==> config.mk <==
export PLATFORM = sky130hd
export DESIGN_NAME = regfile_dump_loader
export DESIGN_NICKNAME = d
export VERILOG_FILES = /design/src/rtl/regfile_dump_loader.sv
export SDC_FILE = /design/constraint.sdc
export NUM_CORES = 1
export LEC_CHECK = 0
export ABC_AREA = 1
export ABC_CLOCK_PERIOD_IN_PS = 7400
export CORE_MARGIN = 2
export CORE_UTILIZATION = 40
export CTS_BUF_LIST = sky130_fd_sc_hd__clkbuf_16
export DETAILED_ROUTE_END_ITERATION = 8
export PLACE_DENSITY = 0.76
export SLEW_MARGIN = 20
export SYNTH_ARGS = -nofsm -noshare
export SYNTH_HDL_FRONTEND = slang
export SYNTH_SLANG_ARGS = --single-unit
==> constraint.sdc <==
create_clock -name CLK -period 7.4 [get_ports CLK]
set_input_delay 0.74 -clock CLK [delete_from_list [all_inputs] [get_ports CLK]]
set_output_delay 0.74 -clock CLK [all_outputs]
set_load 0.005 [all_outputs]
==> src/rtl/regfile_dump_loader.sv <==
// Register-file initiator: dumps a wrapping address range as an {addr, data} stream, or loads
// a word stream into consecutive registers. Define REGFILE_DUMP_CHECKSUM_EN for a running checksum.
module regfile_dump_loader #(
    parameter int unsigned DATA_W = 32,
    parameter int unsigned ADDR_W = 5
) (
    input  logic              CLK,
    input  logic              RST,
    input  logic              start,
    input  logic              mode,
    input  logic [ADDR_W-1:0] firstReg,
    input  logic [ADDR_W-1:0] lastReg,
    input  logic              abort,
    output logic              busy,
    output logic              done,
    output logic              regWrite,
    output logic [ADDR_W-1:0] writeReg,
    output logic [DATA_W-1:0] writeData,
    output logic [ADDR_W-1:0] readReg,
    input  logic [DATA_W-1:0] readData,
    output logic              outValid,
    input  logic              outReady,
    output logic [ADDR_W-1:0] outAddr,
    output logic [DATA_W-1:0] outData,
    input  logic              inValid,
    output logic              inReady,
    input  logic [DATA_W-1:0] inData
`ifdef REGFILE_DUMP_CHECKSUM_EN
    ,
    output logic [DATA_W-1:0] checksum
`endif
);

    typedef enum logic [2:0] {StIdle, StRd, StSend, StLdWait, StWr, StFin} state_t;

    localparam logic [ADDR_W:0]   CntOne  = {{ADDR_W{1'b0}}, 1'b1};
    localparam logic [ADDR_W-1:0] AddrOne = {{(ADDR_W-1){1'b0}}, 1'b1};

    state_t            stateQ, stateD;
    logic [ADDR_W-1:0] addrQ, addrD;
    logic [ADDR_W:0]   cntQ, cntD;
    logic              outValidQ, outValidD;
    logic [ADDR_W-1:0] outAddrQ, outAddrD, writeRegQ, writeRegD;
    logic [DATA_W-1:0] outDataQ, outDataD, writeDataQ, writeDataD;
    logic [ADDR_W-1:0] span;
    logic [ADDR_W:0]   rangeCnt;

    // Subtraction wraps mod 2^ADDR_W, so a reversed range walks through the top address to 0.
    assign span     = lastReg - firstReg;
    assign rangeCnt = {1'b0, span} + CntOne;

    always_comb begin
        stateD     = stateQ;
        addrD      = addrQ;
        cntD       = cntQ;
        outValidD  = outValidQ;
        outAddrD   = outAddrQ;
        outDataD   = outDataQ;
        writeRegD  = writeRegQ;
        writeDataD = writeDataQ;
        unique case (stateQ)
            StIdle: begin
                if (start) begin
                    addrD  = firstReg;
                    cntD   = rangeCnt;
                    stateD = mode ? StLdWait : StRd;
                end
            end
            StRd: begin
                if (abort) begin
                    stateD = StFin;
                end else begin
                    outDataD  = readData;
                    outAddrD  = addrQ;
                    outValidD = 1'b1;
                    stateD    = StSend;
                end
            end
            StSend: begin
                if (outReady) begin
                    outValidD = 1'b0;
                    cntD      = cntQ - CntOne;
                    if (cntQ == CntOne || abort) begin
                        stateD = StFin;
                    end else begin
                        addrD  = addrQ + AddrOne;
                        stateD = StRd;
                    end
                end else if (abort) begin
                    outValidD = 1'b0;
                    stateD    = StFin;
                end
            end
            StLdWait: begin
                if (inValid) begin
                    writeDataD = inData;
                    writeRegD  = addrQ;
                end
                if (abort) begin
                    stateD = StFin;
                end else if (inValid) begin
                    stateD = StWr;
                end
            end
            StWr: begin
                // The write in this cycle always completes, even alongside abort.
                cntD = cntQ - CntOne;
                if (cntQ == CntOne || abort) begin
                    stateD = StFin;
                end else begin
                    addrD  = addrQ + AddrOne;
                    stateD = StLdWait;
                end
            end
            StFin:   stateD = StIdle;
            default: stateD = StIdle;
        endcase
    end

    always_ff @(posedge CLK or posedge RST) begin
        if (RST) begin
            stateQ     <= StIdle;
            addrQ      <= '0;
            cntQ       <= '0;
            outValidQ  <= 1'b0;
            outAddrQ   <= '0;
            outDataQ   <= '0;
            writeRegQ  <= '0;
            writeDataQ <= '0;
        end else begin
            stateQ     <= stateD;
            addrQ      <= addrD;
            cntQ       <= cntD;
            outValidQ  <= outValidD;
            outAddrQ   <= outAddrD;
            outDataQ   <= outDataD;
            writeRegQ  <= writeRegD;
            writeDataQ <= writeDataD;
        end
    end

    assign busy      = (stateQ != StIdle) && (stateQ != StFin);
    assign done      = (stateQ == StFin);
    assign regWrite  = (stateQ == StWr) && (writeRegQ != '0);
    assign inReady   = (stateQ == StLdWait);
    assign readReg   = addrQ;
    assign writeReg  = writeRegQ;
    assign writeData = writeDataQ;
    assign outValid  = outValidQ;
    assign outAddr   = outAddrQ;
    assign outData   = outDataQ;

`ifdef REGFILE_DUMP_CHECKSUM_EN
    logic [DATA_W-1:0] checksumQ;

    always_ff @(posedge CLK or posedge RST) begin
        if (RST) begin
            checksumQ <= '0;
        end else if (stateQ == StIdle && start) begin
            checksumQ <= '0;
        end else if (stateQ == StSend && outReady) begin
            checksumQ <= checksumQ + outDataQ;
        end else if (stateQ == StLdWait && inValid) begin
            checksumQ <= checksumQ + inData;
        end
    end

    assign checksum = checksumQ;
`endif

endmodule

==> impl_metrics.csv, run 1 <==
group,metric,value,unit
clock_tree,htree_levels,3,
worst_setup_path,arrival,1.98,ns
yosys,synth_common_cells,"89 x dfrtp_1, 66 x nand2_1, 59 x mux2_2, 28 x inv_1, 26 x o21ai_0",
worst_setup_path,reg2reg_from,"stateQ[0]",
sta,max_freq,0.367,GHz
sta,setup_violations,0,
yosys,synth.top_cell.area_share,55.8,%
worst_setup_path,end_kind,"output pin",
sta,rsz0062_at_grt,"false",
drt,wl_per_cell,14.4,um
layout,nets,619,
drt,drt-initial-drc-count,83,
global_routing,antenna_found_initial,0,
worst_setup_path,path_cells,"inv_2, nand2_2, nor2_1, o41ai_1, inv_1, clkdlybuf4s50_1",
clock_tree,clk_latency,0.33,ns
layout,layout-drive-gt1-share,16.7,%
clock_tree,hold_buffers,0,
yosys,ys_seq_area_share,55.8,%
yosys,yosys.cell_count.top_type,"dfrtp_1",
yosys,synth-warning-count,0,
worst_setup_path,crit_type,"flop to output pin",
global_routing,overflow,0,
worst_setup_path,r2r.worst_path.cells,4,
floorplanning,dieArea,0.0108,mm^2
clock_tree,post_cts_resized,0,
yosys,synth.largest_area_cell,"dfrtp_1",
floorplanning,core,0.00973,mm^2
worst_hold_path,min_to,"outAddr[0]",
yosys,ys_async_sr_fraction,100,%
clock_tree,clkSinkCount,89,
sta,fin_crit_sh,36.8,%
yosys,synth.avg_cell_area,11.0,um^2
yosys,syn_nets,453,
status,status,"finished clean",
worst_setup_path,crit_family,"buffers and inverters",
layout,multi_input_area,0.00160,mm^2
sta,drv_slew,0,
floorplanning,die_y,104,um
yosys,synth_area_leaders,"dfrtp_1 56%, mux2_2 17%, nand2_1 6.2%",
yosys,synth-seq-cells,89,
clock_tree,cts-buffers-inserted,9,
layout,final-seq-area,0.00223,mm^2
drt,vias,3216,
layout,fill_cells,800,
pwr,power.total,0.00239,W
clock_tree,cts_setup_buffers,0,
worst_setup_path,r2r_slack,5.31,ns
drt,drc,0,
drt,ant_nets,0,
floorplanning,die_width,104,um
clock_tree,path_clk_slew,0.06,ns
yosys,syn_inst,363,
yosys,synth_edf_count,0,
global_routing,grt_max_degree,90,
layout,diodes,0,
global_routing,grt_pass1_wl,16.1,mm
job,max_cap_viol_count,0,
drt,finalWirelength,9.59,mm
worst_setup_path,cp-start-kind,"flop",
sta,finalSetupTns,0,ns
placed_design,gp_congestion,0.858,
clock_tree,root_buffer,"clkbuf_16",
worst_hold_path,hold_path_startpoint,"outAddr[0]",
worst_setup_path,cp_slowest_cell,"clkdlybuf4s50_1",
worst_setup_path,crit_path_max_incr_delay,0.51,ns
placed_design,numPortBuffers,164,
sta,max_slew.worst_pin.slew,0.954,ns
clock_tree,clk_path_buf_depth,2,
worst_setup_path,worstPathMaxFanout,6,
pwr,total_leakage_power,2.69,nW
yosys,synth_area,0.00399,mm^2
pwr,peakVddDrop,198,uV
worst_hold_path,hp-class,"flop to flop",
sta,max_slew_margin,36.3,%
worst_hold_path,min_path_cells,2,
worst_setup_path,required,6.66,ns
clock_tree,cts_tree,"done",
layout,area_delta_synth_final,51.5,%
global_routing,grtUsageTotal,18.3,%
floorplanning,top_level_ports,165,
worst_setup_path,crit_buf_inv,3,
floorplanning,fp-row-count,36,
drt,routed_via_density,4.82,
yosys,synthDistinctLibCells,29,
pwr,power_density,396,mW/mm^2
floorplanning,initial_core_util,41.0,%
sta,skew,0.00894,ns
yosys,synth_ff_type,"dfrtp_1",
sta,fin_crit,2.72,ns
global_routing,grt_pass1_vias,3187,
placed_design,post-dp-hpwl,7.17,mm
sta,hold_viol,0,
drt,firstDrtPassIters,4,
worst_setup_path,r2r-end,"outData[23]",
==> stage by stage <==
stage,worst slack [ns],cells,cell area (um^2),hold slack (ns),utilization (%)
6_report,4.68,667,6050,0.491,62.2
3_5_place_dp,4.53,651,5760,0.483,59.2
2_1_floorplan,4.35,363,3990,0.472,-
5_1_grt,4.54,667,6050,0.515,62.2
3_3_place_gp,4.60,651,5760,0.474,59.2
4_1_cts,4.69,667,6050,0.498,62.1
==> registers in the layout (all words and copies together) (netlist names) <==
name and cells:
readReg 5, outAddr 5, outData 32, stateQ 3, outValid 1, cntQ 6
writeReg 5, writeData 32
==> final cells by class <==
cell class                      instances  area share [%]
Clock buffer                            9            3.72
Clock inverter                          7           0.951
Inverter                               31            1.94
Multi-Input combinational cell        233            26.5
Sequential cell                        89            36.8
Tap cell                              133            2.75
Timing Repair Buffer                  165            27.3
==> cells in the final DEF, fill, tap and decap left out, drive strengths merged <==
| cell | instances |
|---|---|
| ha | 8 |
| o21bai | 1 |
| clkinvlp | 2 |
| clkinv | 4 |
| and2 | 1 |
| nand3 | 25 |
| xnor2 | 1 |
| a21oi | 10 |
| nor2 | 16 |
| clkbuf | 9 |
| nor3 | 1 |
| xor2 | 3 |
| fa | 1 |
| mux2 | 64 |
| nand2 | 69 |
| or2 | 1 |
| o21ai | 27 |
| buf | 1 |
| a31oi | 2 |
| dfrtp | 89 |
| o41ai | 1 |
| o211ai | 1 |
| nand4 | 1 |
| inv | 32 |
| clkdlybuf4s50 | 164 |
==> logic make-up after synthesis <==
| family | after synthesis | synth area share [%] |
|---|---|---|
| flip-flops | 89 | 55.8 |
| adder cells (fa/ha/maj) | 9 | 3.01 |
| AND/OR/NAND/NOR | 114 | 12.3 |
| XOR/XNOR | 4 | 0.877 |
| multiplexers | 64 | 18.0 |
| AO/OA/AOI/OAI | 42 | 5.92 |
| buffers and inverters | 41 | 4.10 |
==> worst reg2reg max path: stages (launching register included) <==
cell     delay [ns]
dfrtp_1        0.39
inv_2          0.09
nor2_2         0.15
nand3_2        0.74
mux2_2         0.59
==> power breakdown <==
part           switching, W  internal, W
Clock              0.000195     0.000230
Sequential         0.000142     0.000729
Combinational      0.000425     0.000673
Total              0.000762      0.00163
==> per-layer routing <==
| metal | vias to the layer above | GRT usage, % | share of wire [%] |
|---|---|---|---|
| met5 | - | 0 | 0 |
| met4 | 0 | 4.25 | 1.3 |
| met3 | 13 | 4.70 | 6.3 |
| met2 | 123 | 31.3 | 50 |
| met1 | 1534 | 23.3 | 43 |
| li1 | 1546 | - | - |
==> worst max-delay path by stage <==
stage	start	slack, ns	cells after the start	to
2_1_floorplan	RST	4.35	1	cntQ[0]
3_3_place_gp	abort	4.60	4	outData[21]
3_5_place_dp	abort	4.53	4	outData[6]
4_1_cts	stateQ[0]	4.69	6	regWrite
5_1_grt	stateQ[0]	4.54	6	regWrite
6_report	stateQ[0]	4.68	6	regWrite
(Power assumes the default switching activity.)
==> run 2, diff against run 1 <==
ABC_CLOCK_PERIOD_IN_PS = 2250   (was 7400)
CORE_UTILIZATION = 39   (was 40)
PLACE_DENSITY = 0.77   (was 0.76)
clock period = 2.25 ns   (was 7.4 ns; I/O delays follow)
==> run 2 against run 1 <==
  * Setup slack lost 4.5 ns
  * Sequential share of layout area is 0.39 points lower
  * Final cell count grew 0.75%
  * Final area rose by 1.1%
  * Combinational power increased to 3.3 times the previous value
  * Non-clock buffer count increased by 5
  * Wire length grew 1.2%
  * First-iteration DRC count increased by 31%
  * Global-route usage is 0.58 points lower
  * Critical path depth is the same
  * Clock power grew to 3.5 times the previous value
  * Critical path type unchanged
  * Largest power group unchanged
  * Highest routed layer unchanged
==> impl_metrics.csv, run 2 (synthesis gave the netlist of run 1 again) <==
group,metric,value,unit
status,status,"finished clean",
worst_setup_path,path_cells,"inv_2, nand2_2, nor2_2, o41ai_1, inv_1, clkdlybuf4s50_1",
worst_setup_path,startpoint,"stateQ[0]",
drt,drc,0,
global_routing,grt_max_degree,90,
sta,max_freq,0.482,GHz
worst_setup_path,cp-start-kind,"flop",
worst_setup_path,cp_slowest_cell,"clkdlybuf4s50_1",
layout,finalNonFillerCells,672,
global_routing,grt_pass1_wl,15.7,mm
sta,drv_slew,0,
sta,hold_ws,0.369,ns
sta,fin_crit_sh,92.2,%
placed_design,post-dp-hpwl,7.24,mm
layout,final-seq-area,0.00223,mm^2
global_routing,grtUsageTotal,17.7,%
layout,fin_area,0.00611,mm^2
clock_tree,clk_path_buf_depth,2,
pwr,total_leakage_power,2.72,nW
drt,routed_via_density,4.79,
sta,hold_viol,0,
global_routing,antenna_found_initial,0,
sta,setup_ws,0.174,ns
drt,wl_per_cell,14.4,um
placed_design,dp_slack,-0.0555,ns
clock_tree,cts_tree,"done",
drt,finalWirelength,9.70,mm
drt,drt-initial-drc-count,109,
layout,layout-drive-gt1-share,17.4,%
worst_hold_path,hp-class,"input port to async pin",
layout,nets,624,
worst_setup_path,crit_path_max_incr_delay,0.50,ns
layout,multi_input_area,0.00161,mm^2
worst_setup_path,worstPathMaxFanout,6,
placed_design,dp.cells,656,
clock_tree,cts-buffers-inserted,9,
floorplanning,fp-row-count,36,
drt,m1WireLength,4.10,mm
clock_tree,clkSinkCount,89,
drt,met2WireLength,4.93,mm
drt,firstDrtPassIters,4,
floorplanning,dieArea,0.0111,mm^2
placed_design,gp_congestion,0.872,
layout,layout_commonest_cell,"clkdlybuf4s50_1",
clock_tree,cts_setup_buffers,0,
pwr,power.total,0.00798,W
global_routing,grt_pass1_vias,3270,
drt,wl_met3,584,um
sta,setup_violations,0,
worst_setup_path,end_kind,"output pin",
drt,ant_nets,0,
worst_setup_path,crit_type,"flop to output pin",
worst_setup_path,reg2reg_from,"stateQ[2]",
sta,max_slew_margin,59.3,%
clock_tree,root_buffer,"clkbuf_16",
floorplanning,die_y,105,um
floorplanning,initial_core_util,40.5,%
floorplanning,core,0.00986,mm^2
clock_tree,htree_levels,3,
drt,vias,3222,
sta,fin_crit,2.08,ns
floorplanning,top_level_ports,165,
layout,area_delta_synth_final,53.1,%
placed_design,postPlaceCellArea,0.00582,mm^2
floorplanning,die_width,105,um
pwr,peakVddDrop,623,uV
clock_tree,post_cts_resized,0,
pwr,power_density,1310,mW/mm^2
clock_tree,path_clk_slew,0.07,ns
placed_design,numPortBuffers,164,
sta,rsz0062_at_grt,"false",
sta,max_slew.worst_pin.slew,0.611,ns
worst_setup_path,required,2.03,ns
clock_tree,hold_buffers,0,
worst_setup_path,arrival,1.85,ns
clock_tree,clk_latency,0.33,ns
layout,diodes,0,
sta,skew,0.00891,ns
layout,fill_cells,812,
global_routing,overflow,0,
drt,top_layer,"met4",
layout,mostFrequentLayoutCells,"164 x clkdlybuf4s50_1, 89 x dfrtp_1, 66 x nand2_1, 59 x mux2_2, 29 x inv_1",
job,max_cap_viol_count,0,
-- run 2: worst max-delay path, delay by kind of cell, from the launching register on --
kind | cells | cell delay [ns]
buf+inv | 3 | 0.69
compound gates | 1 | 0.11
simple gates | 2 | 0.32
flops | 1 | 0.40
-- run 2: routing by layer --
metal / vias to the layer above / track usage [%]
met2: 120 / 30.9
li1: 1556 / -
met4: 0 / 5.14
met3: 10 / 4.30
met1: 1536 / 21.6
met5: - / 0
-- run 2: power breakdown --
part	switching [W]	total, W	internal, W
sequential	0.000453	0.00285	0.00240
clock	0.000618	0.00148	0.000861
combinational	0.00141	0.00365	0.00224
-- run 2: area by class of cell --
cell class,count,share of cell area (%)
inverters,31,1.96
clock inverters,7,1.17
well taps,133,2.72
flip-flops and latches,89,36.4
repair buffers,170,27.8
multi-input cells,233,26.3
clock buffers,9,3.68
-- run 2: final timing paths --
kind | endpoint | slack [ns] | cells after the start
max | regWrite | 0.17 | 6
min | writeData[25] | 0.37 | 3
max reg2reg | cntQ[1] | 0.55 | 8
min reg2reg | outAddr[4] | 0.49 | 2
max in group asynchronous | writeData[11] | 1.49 | 3
min in group CLK | outAddr[4] | 0.49 | 2
-- run 2: stage by stage --
step	utilization, %	setup TNS [ns]
after floorplan	-	0
after global placement	59.0	0
after detailed placement	59.0	-0.0555
after CTS	62.0	0
after global routing	62.0	0
final	62.0	0
